==> src/rtl/sensor_pkg.sv <==
// Shared types and helpers for the sensor conditioner.
// Channel indices, debounce FSM states, tank-level plausibility.
package sensor_pkg;

  localparam int N_CH  = 6;
  localparam int CH_H  = 0;
  localparam int CH_M  = 1;
  localparam int CH_L  = 2;
  localparam int CH_US = 3;
  localparam int CH_UA = 4;
  localparam int CH_T  = 5;

  typedef enum logic {
    ST_STABLE  = 1'b0,
    ST_PENDING = 1'b1
  } deb_state_e;

  // A level may only be set if every level below it is set too.
  function automatic logic level_valid(
    input logic h,
    input logic m,
    input logic l
  );
    return (!h || m) && (!m || l);
  endfunction

endpackage

==> src/rtl/sensor_conditioner_if.sv <==
// Board-side bundle of raw switches and conditioned levels.
// err_clr exists only when SENSOR_FAULT_LATCH_EN is defined.
interface sensor_conditioner_if;

  logic raw_h;
  logic raw_m;
  logic raw_l;
  logic raw_us;
  logic raw_ua;
  logic raw_t;
  logic h;
  logic m;
  logic l;
  logic us;
  logic ua;
  logic t;
  logic changed;
  logic level_err;
`ifdef SENSOR_FAULT_LATCH_EN
  logic err_clr;
`endif

  modport master (
`ifdef SENSOR_FAULT_LATCH_EN
    output err_clr,
`endif
    output raw_h, raw_m, raw_l,
    output raw_us, raw_ua, raw_t,
    input  h, m, l, us, ua, t,
    input  changed, level_err
  );

  modport slave (
`ifdef SENSOR_FAULT_LATCH_EN
    input  err_clr,
`endif
    input  raw_h, raw_m, raw_l,
    input  raw_us, raw_ua, raw_t,
    output h, m, l, us, ua, t,
    output changed, level_err
  );

endinterface

==> src/rtl/debounce_cell.sv <==
// One-bit synchroniser plus stable/pending debounce FSM.
// deb_o is the next stable value so the caller can register it.
module debounce_cell
  import sensor_pkg::*;
#(
  parameter int DEBOUNCE_CYCLES = 50000,
  parameter int SYNC_STAGES     = 2
) (
  input  logic clk,
  input  logic rst_n,
  input  logic raw_i,
  output logic deb_o
);

  localparam int CW = (DEBOUNCE_CYCLES > 2) ? $clog2(DEBOUNCE_CYCLES) : 1;
  localparam logic [CW-1:0] CNT_MAX = CW'(DEBOUNCE_CYCLES - 1);

  logic [SYNC_STAGES-1:0] sync_q;
  logic                   sync;
  deb_state_e             state_q, state_d;
  logic [CW-1:0]          cnt_q, cnt_d;
  logic                   stable_q, stable_d;

  assign sync = sync_q[SYNC_STAGES-1];

  always_ff @(posedge clk or negedge rst_n) begin
    if (!rst_n) begin
      sync_q   <= '0;
      state_q  <= ST_STABLE;
      cnt_q    <= '0;
      stable_q <= 1'b0;
    end else begin
      sync_q   <= {sync_q[SYNC_STAGES-2:0], raw_i};
      state_q  <= state_d;
      cnt_q    <= cnt_d;
      stable_q <= stable_d;
    end
  end

  always_comb begin
    state_d  = state_q;
    cnt_d    = cnt_q;
    stable_d = stable_q;
    unique case (state_q)
      ST_STABLE: begin
        if (sync != stable_q) begin
          state_d = ST_PENDING;
          cnt_d   = CW'(1);
        end else begin
          cnt_d   = '0;
        end
      end
      ST_PENDING: begin
        if (sync == stable_q) begin
          state_d = ST_STABLE;
          cnt_d   = '0;
        end else if (cnt_q == CNT_MAX) begin
          stable_d = sync;
          state_d  = ST_STABLE;
          cnt_d    = '0;
        end else begin
          cnt_d = cnt_q + CW'(1);
        end
      end
    endcase
  end

  assign deb_o = stable_d;

endmodule

==> src/rtl/sensor_conditioner.sv <==
// Debounces six sensor switches and enforces a plausible tank pattern.
// Define SENSOR_FAULT_LATCH_EN for a sticky level_err cleared by err_clr.
module sensor_conditioner
  import sensor_pkg::*;
#(
  parameter int DEBOUNCE_CYCLES = 50000,
  parameter int SYNC_STAGES     = 2
) (
  input logic           clk,
  input logic           rst_n,
  sensor_conditioner_if.slave bus
);

  logic [N_CH-1:0] raw;
  logic [N_CH-1:0] deb;
  logic [2:0]      hml_q, hml_d;
  logic [2:0]      env_q, env_d;
  logic            err_q, err_d;
  logic            chg_q, chg_d;
  logic            lvl_ok;

  assign raw[CH_H]  = bus.raw_h;
  assign raw[CH_M]  = bus.raw_m;
  assign raw[CH_L]  = bus.raw_l;
  assign raw[CH_US] = bus.raw_us;
  assign raw[CH_UA] = bus.raw_ua;
  assign raw[CH_T]  = bus.raw_t;

  for (genvar i = 0; i < N_CH; i++) begin : g_ch
    debounce_cell #(
      .DEBOUNCE_CYCLES(DEBOUNCE_CYCLES),
      .SYNC_STAGES    (SYNC_STAGES)
    ) u_deb (
      .clk  (clk),
      .rst_n(rst_n),
      .raw_i(raw[i]),
      .deb_o(deb[i])
    );
  end

  always_comb begin
    lvl_ok = level_valid(deb[CH_H], deb[CH_M], deb[CH_L]);
    hml_d  = lvl_ok ? {deb[CH_H], deb[CH_M], deb[CH_L]} : hml_q;
    env_d  = {deb[CH_US], deb[CH_UA], deb[CH_T]};
    chg_d  = (hml_d != hml_q) || (env_d != env_q);
`ifdef SENSOR_FAULT_LATCH_EN
    err_d = err_q;
    if (!lvl_ok)
      err_d = 1'b1;
    else if (bus.err_clr)
      err_d = 1'b0;
`else
    err_d = !lvl_ok;
`endif
  end

  always_ff @(posedge clk or negedge rst_n) begin
    if (!rst_n) begin
      hml_q <= '0;
      env_q <= '0;
      err_q <= 1'b0;
      chg_q <= 1'b0;
    end else begin
      hml_q <= hml_d;
      env_q <= env_d;
      err_q <= err_d;
      chg_q <= chg_d;
    end
  end

  assign {bus.h, bus.m, bus.l}    = hml_q;
  assign {bus.us, bus.ua, bus.t}  = env_q;
  assign bus.changed              = chg_q;
  assign bus.level_err            = err_q;

endmodule

==> src/flat_wrapper.sv <==
// flat-port wrapper written by rule: the top's interface ports become plain ports
module sensor_conditioner_flat import sensor_pkg::*;
#(
  parameter int DEBOUNCE_CYCLES = 50000,
  parameter int SYNC_STAGES     = 2
)
  (clk, rst_n, bus_raw_h, bus_raw_m, bus_raw_l, bus_raw_us, bus_raw_ua, bus_raw_t, bus_h, bus_m, bus_l, bus_us, bus_ua, bus_t, bus_changed, bus_level_err);
  sensor_conditioner_if bus_i ();
  input logic clk;
  input logic rst_n;
  input wire logic [$bits(bus_i.raw_h)-1:0] bus_raw_h;
  input wire logic [$bits(bus_i.raw_m)-1:0] bus_raw_m;
  input wire logic [$bits(bus_i.raw_l)-1:0] bus_raw_l;
  input wire logic [$bits(bus_i.raw_us)-1:0] bus_raw_us;
  input wire logic [$bits(bus_i.raw_ua)-1:0] bus_raw_ua;
  input wire logic [$bits(bus_i.raw_t)-1:0] bus_raw_t;
  output wire logic [$bits(bus_i.h)-1:0] bus_h;
  output wire logic [$bits(bus_i.m)-1:0] bus_m;
  output wire logic [$bits(bus_i.l)-1:0] bus_l;
  output wire logic [$bits(bus_i.us)-1:0] bus_us;
  output wire logic [$bits(bus_i.ua)-1:0] bus_ua;
  output wire logic [$bits(bus_i.t)-1:0] bus_t;
  output wire logic [$bits(bus_i.changed)-1:0] bus_changed;
  output wire logic [$bits(bus_i.level_err)-1:0] bus_level_err;
  assign bus_i.raw_h = bus_raw_h;
  assign bus_i.raw_m = bus_raw_m;
  assign bus_i.raw_l = bus_raw_l;
  assign bus_i.raw_us = bus_raw_us;
  assign bus_i.raw_ua = bus_raw_ua;
  assign bus_i.raw_t = bus_raw_t;
  assign bus_h = bus_i.h;
  assign bus_m = bus_i.m;
  assign bus_l = bus_i.l;
  assign bus_us = bus_i.us;
  assign bus_ua = bus_i.ua;
  assign bus_t = bus_i.t;
  assign bus_changed = bus_i.changed;
  assign bus_level_err = bus_i.level_err;
  sensor_conditioner #(.DEBOUNCE_CYCLES(DEBOUNCE_CYCLES), .SYNC_STAGES(SYNC_STAGES)) u_core (.clk(clk), .rst_n(rst_n), .bus(bus_i));
endmodule
==> config.mk <==
export PLATFORM = sky130hd
export DESIGN_NAME = sensor_conditioner_flat
export DESIGN_NICKNAME = d
export VERILOG_FILES = /design/src/rtl/sensor_pkg.sv /design/src/rtl/sensor_conditioner_if.sv /design/src/rtl/debounce_cell.sv /design/src/rtl/sensor_conditioner.sv /design/src/flat_wrapper.sv
export SDC_FILE = /design/constraint.sdc
export NUM_CORES = 1
export LEC_CHECK = 0
export ABC_CLOCK_PERIOD_IN_PS = 2700
export CAP_MARGIN = 25
export CORE_MARGIN = 2
export CORE_UTILIZATION = 55
export DETAILED_ROUTE_END_ITERATION = 8
export HOLD_SLACK_MARGIN = 0.05
export PLACE_DENSITY = 0.76
export REMOVE_ABC_BUFFERS = 1
export SLEW_MARGIN = 20
export SYNTH_ARGS = -nofsm -noshare
export SYNTH_HDL_FRONTEND = slang
export SYNTH_SLANG_ARGS = --single-unit
==> constraint.sdc <==
create_clock -name clk -period 2.7 [get_ports clk]
set_input_delay 0.675 -clock clk [delete_from_list [all_inputs] [get_ports clk]]
set_output_delay 0.675 -clock clk [all_outputs]
set_load 0.05 [all_outputs]
==> out/qor.txt <==
=====================================================================================
Outcome                                                                  finished, final reports clean
Flip-flop and latch count after synthesis                                         125
Max-capacitance violation count                                                     0
Post-CTS sizing                                                                     0
Die W                                                                          105 um
Post-Synthesis Mean Instance Area                                          10.4 sq um
Drt wl/cell                                                                   13.8 um
Buffers on Ports                                                                   15
Number of vias after detailed routing                                            3840
Antenna diode count                                                                 0
DRC viols                                                                           0
Global-route wire length before repair                                        17.9 mm
Max Fanout on Critical Path                                                         8
Endpoint of the worst-slack reg-to-reg timing path                       u_core.bus.changed$_DFF_PN0_
Top achievable clock speed                                                    395 MHz
Library cells used by synthesis                                                    44
Dpl cells                                                                         679
Final Slew Violations                                                               0
1st-pass router iterations                                                          4
Area growth from synthesis to layout                                            15.7%
Worst min-delay path class                                               primary input to asynchronous set/reset pin
Initial antenna violation count                                                     0
Layout cells sized above 1                                                      7.45%
Die outline height                                                             105 um
Most used DFF post-synth                                                      dfrtp_1
Starting density of the core                                                    57.0%
Crit share post-route                                                           93.7%
Final Total Pwr                                                               4.26 mW
Clock Skew                                                                 0.00528 ns
Sequential fraction of the synthesis area                                       55.7%
Worst Setup Slack post-DPL                                                   0.199 ns
Number of global-route vias before repair                                        3953
Final wirelength                                                              9.79 mm
Leading cell types by total area after synthesis                         dfrtp_1 56%, xor2_1 7.6%, nor2_1 6.7%
Capturing element type of the critical path                                      flop
FFs w/ async S/R, synth                                                          100%
Global route total overflow                                                         0
Clock-pin slew of the registers on the worst-case setup and hold paths        0.06 ns
Total standard cell area after synthesis                                   5620 sq um
Static Leak                                                                   2.84 nW
Sinks on the clock net                                                            125
Setup repair after global routing missed its margin                             false
Startpoint of the worst-slack reg-to-reg timing path                     u_core.g_ch[1].u_deb.cnt_q[7]$_DFF_PN0_
Post-synth top area cell                                                      dfrtp_1
Setup violators final                                                               0
Number of core rows                                                                36
Number of flops mapped to enable cells by yosys                                     0
Arrival time at the worst endpoint                                            2.99 ns
Internal reg-to-reg setup slack                                               0.17 ns
Number of buffers created by CTS                                                   17
CTS tree                                                                         done
Number of hold buffers added after CTS                                              0
Num ports                                                                          16
Maximum vdd drop                                                             0.585 mV
Final standard cell count with taps included and fillers excluded                 710
Area fraction of the dominant cell type after synthesis                         55.7%
Largest net degree at the start of global routing                                 126
Full die area                                                             11000 sq um
CTS H-tree depth                                                                    4
Overall fraction of global-route tracks in use                                  20.3%
Depth of the most critical reg-to-reg path                                          6
Setup_tns                                                                        0 ns
Nature of the critical path startpoint                                           flop
Root buffer cell                                                             clkbuf_8
Critical setup path kind                                                 flop to flop
Maximum clock insertion buffer count                                                2
Count of nets left with antenna violations after detail routing                     0
Insertion delay to the later sink of the worst-skew pair                      0.52 ns
Detailed router's first-iteration violation count                                 191
Detailed placer's ending HPWL                                                 6.26 mm
Final Worst Setup Slack                                                      0.171 ns
Vias per Instance                                                                5.41
Synthesized netlist cell count                                                    540
Total number of nets in the final design                                          579
Post-CTS setup buffer count                                                         0
Final hold violation count                                                          0
Total number of yosys warnings                                                      0
PD cells                                                                  654 nW/um^2
Routability-driven placement congestion ratio                                   0.835
Least-Margin Pin Slew                                                        0.640 ns
Final critical path time including I/O delays and setup                       2.53 ns
Area of the placeable core                                                 9860 sq um
Worst path required time                                                      3.16 ns
Worst hold-check slack                                                       0.233 ns
Max_slew headroom                                                               57.3%
=====================================================================================
## cell usage in the layout (no fill, tap or decap), types with 3 or more instances in the layout
| cell type | netlist | layout |
|---|---|---|
| xnor2_1 | 35 | 35 |
| nor4b_1 | 7 | 7 |
| a21boi_0 | 3 | 3 |
| clkinv_2 | 0 | 4 |
| and4_1 | 4 | 4 |
| nor3_1 | 7 | 7 |
| clkbuf_16 | 0 | 16 |
| mux2_2 | 3 | 3 |
| nand4_1 | 12 | 12 |
| mux2i_1 | 3 | 3 |
| nand2_1 | 29 | 29 |
| a21oi_1 | 11 | 11 |
| nand2b_1 | 3 | 3 |
| nand3_1 | 43 | 43 |
| bufinv_16 | 0 | 3 |
| nor2_1 | 101 | 101 |
| o21a_1 | 3 | 3 |
| and3_1 | 27 | 27 |
| clkbuf_8 | 0 | 3 |
| ha_1 | 6 | 6 |
| or3_1 | 6 | 6 |
| xor2_1 | 49 | 49 |
| inv_1 | 15 | 15 |
| o21ai_0 | 11 | 11 |
| dfrtp_1 | 125 | 125 |
| clkdlybuf4s50_1 | 0 | 14 |
| nor3b_1 | 3 | 3 |
## flip-flops by register name, summed over array words and instances (netlist names)
signal / flops
u_core.g_ch.u_deb.cnt_q: 96
u_core.env_q: 3
u_core.g_ch.u_deb.stable_q: 3
u_core.g_ch.u_deb.sync_q: 12
u_core.bus.changed: 1
u_core.g_ch.u_deb.state_q: 6
u_core.hml_q: 3
u_core.bus.level_err: 1
## cell usage after synthesis (all sizes together) (2+ instances only)
master and number:
dfrtp 125, nor2 101, xor2 49, nand3 43, xnor2 35, nand2 29
and3 28, inv 15, nand4 12, a21oi 11, o21ai 11, clkbuf 9
nor3 7, nor4b 7, ha 6, or3 6, and4 4, a21boi 3
and2 3, mux2 3, mux2i 3, nand2b 3, nor3b 3, o21a 3
or3b 3, nor2b 2, nor4 2, nor4bb 2
## per-layer routing
| layer | wire (um) | track usage (%) | up-vias | part of all wire [%] |
|---|---|---|---|---|
| met5 | 0 | 0 | - | 0 |
| met4 | 165 | 7.81 | 0 | 1.7 |
| met3 | 475 | 8.23 | 16 | 4.9 |
| met2 | 4680 | 31.1 | 65 | 48 |
| met1 | 4470 | 25.8 | 1886 | 46 |
| li1 | - | - | 1873 | - |
## report_power, final
group          switching (mW)  internal [mW]  total (mW)
clock                   0.789           1.44        2.23
sequential             0.0189           1.90        1.92
combinational          0.0716         0.0318       0.103
## cells by family (layout without fill, tap and decap cells)
group | Yosys count | after routing | share of synthesized area [%]
AOI/OAI and AO/OA | 32 | 32 | 3.36
xor gates and xnor gates | 84 | 84 | 13.1
adders and majority gates | 6 | 6 | 1.34
buffers and inverters | 25 | 62 | 1.69
DFF | 125 | 125 | 55.7
muxes | 6 | 6 | 1.14
and+or+nand+nor | 262 | 262 | 23.7
## worst max path at each step
stage                                                  start                           end  slack [ns]  cells past startpoint
floorplan           u_core.g_ch[1].u_deb.cnt_q[12]$_DFF_PN0_  u_core.bus.changed$_DFF_PN0_        0.46                      6
global placement     u_core.g_ch[1].u_deb.cnt_q[7]$_DFF_PN0_  u_core.bus.changed$_DFF_PN0_        0.34                      6
detailed placement   u_core.g_ch[1].u_deb.cnt_q[7]$_DFF_PN0_  u_core.bus.changed$_DFF_PN0_        0.20                      6
CTS                  u_core.g_ch[1].u_deb.cnt_q[7]$_DFF_PN0_  u_core.bus.changed$_DFF_PN0_        0.20                      6
global route         u_core.g_ch[1].u_deb.cnt_q[7]$_DFF_PN0_  u_core.bus.changed$_DFF_PN0_      0.0005                      6
finish               u_core.g_ch[1].u_deb.cnt_q[7]$_DFF_PN0_  u_core.bus.changed$_DFF_PN0_        0.17                      6
## critical path, stage by stage (launching register included)
cell and delay [ns]:
dfrtp_1 0.41, or4b_1 0.60, nor4_4 0.27, mux2i_1 0.50, o21ai_0 0.20, a222oi_1 0.33
nand4b_1 0.15
## per-stage QoR
step           util, %  cell area [sq um]
6_report          65.9               6500
5_1_grt           65.9               6500
4_1_cts           65.9               6500
3_5_place_dp      60.0               5920
3_3_place_gp      60.0               5920
2_1_floorplan        -               5580
## area by class of cell
cell class / count / area [sq um]
Clock inverter: 11 / 143
Timing Repair Buffer: 16 / 168
Clock buffer: 20 / 445
Fill cell: 741 / 3360
Tap cell: 133 / 166
Sequential cell: 125 / 3130
Multi-Input combinational cell: 390 / 2400
Inverter: 15 / 56.3
No activity file was read; power rests on OpenSTA's default activity.
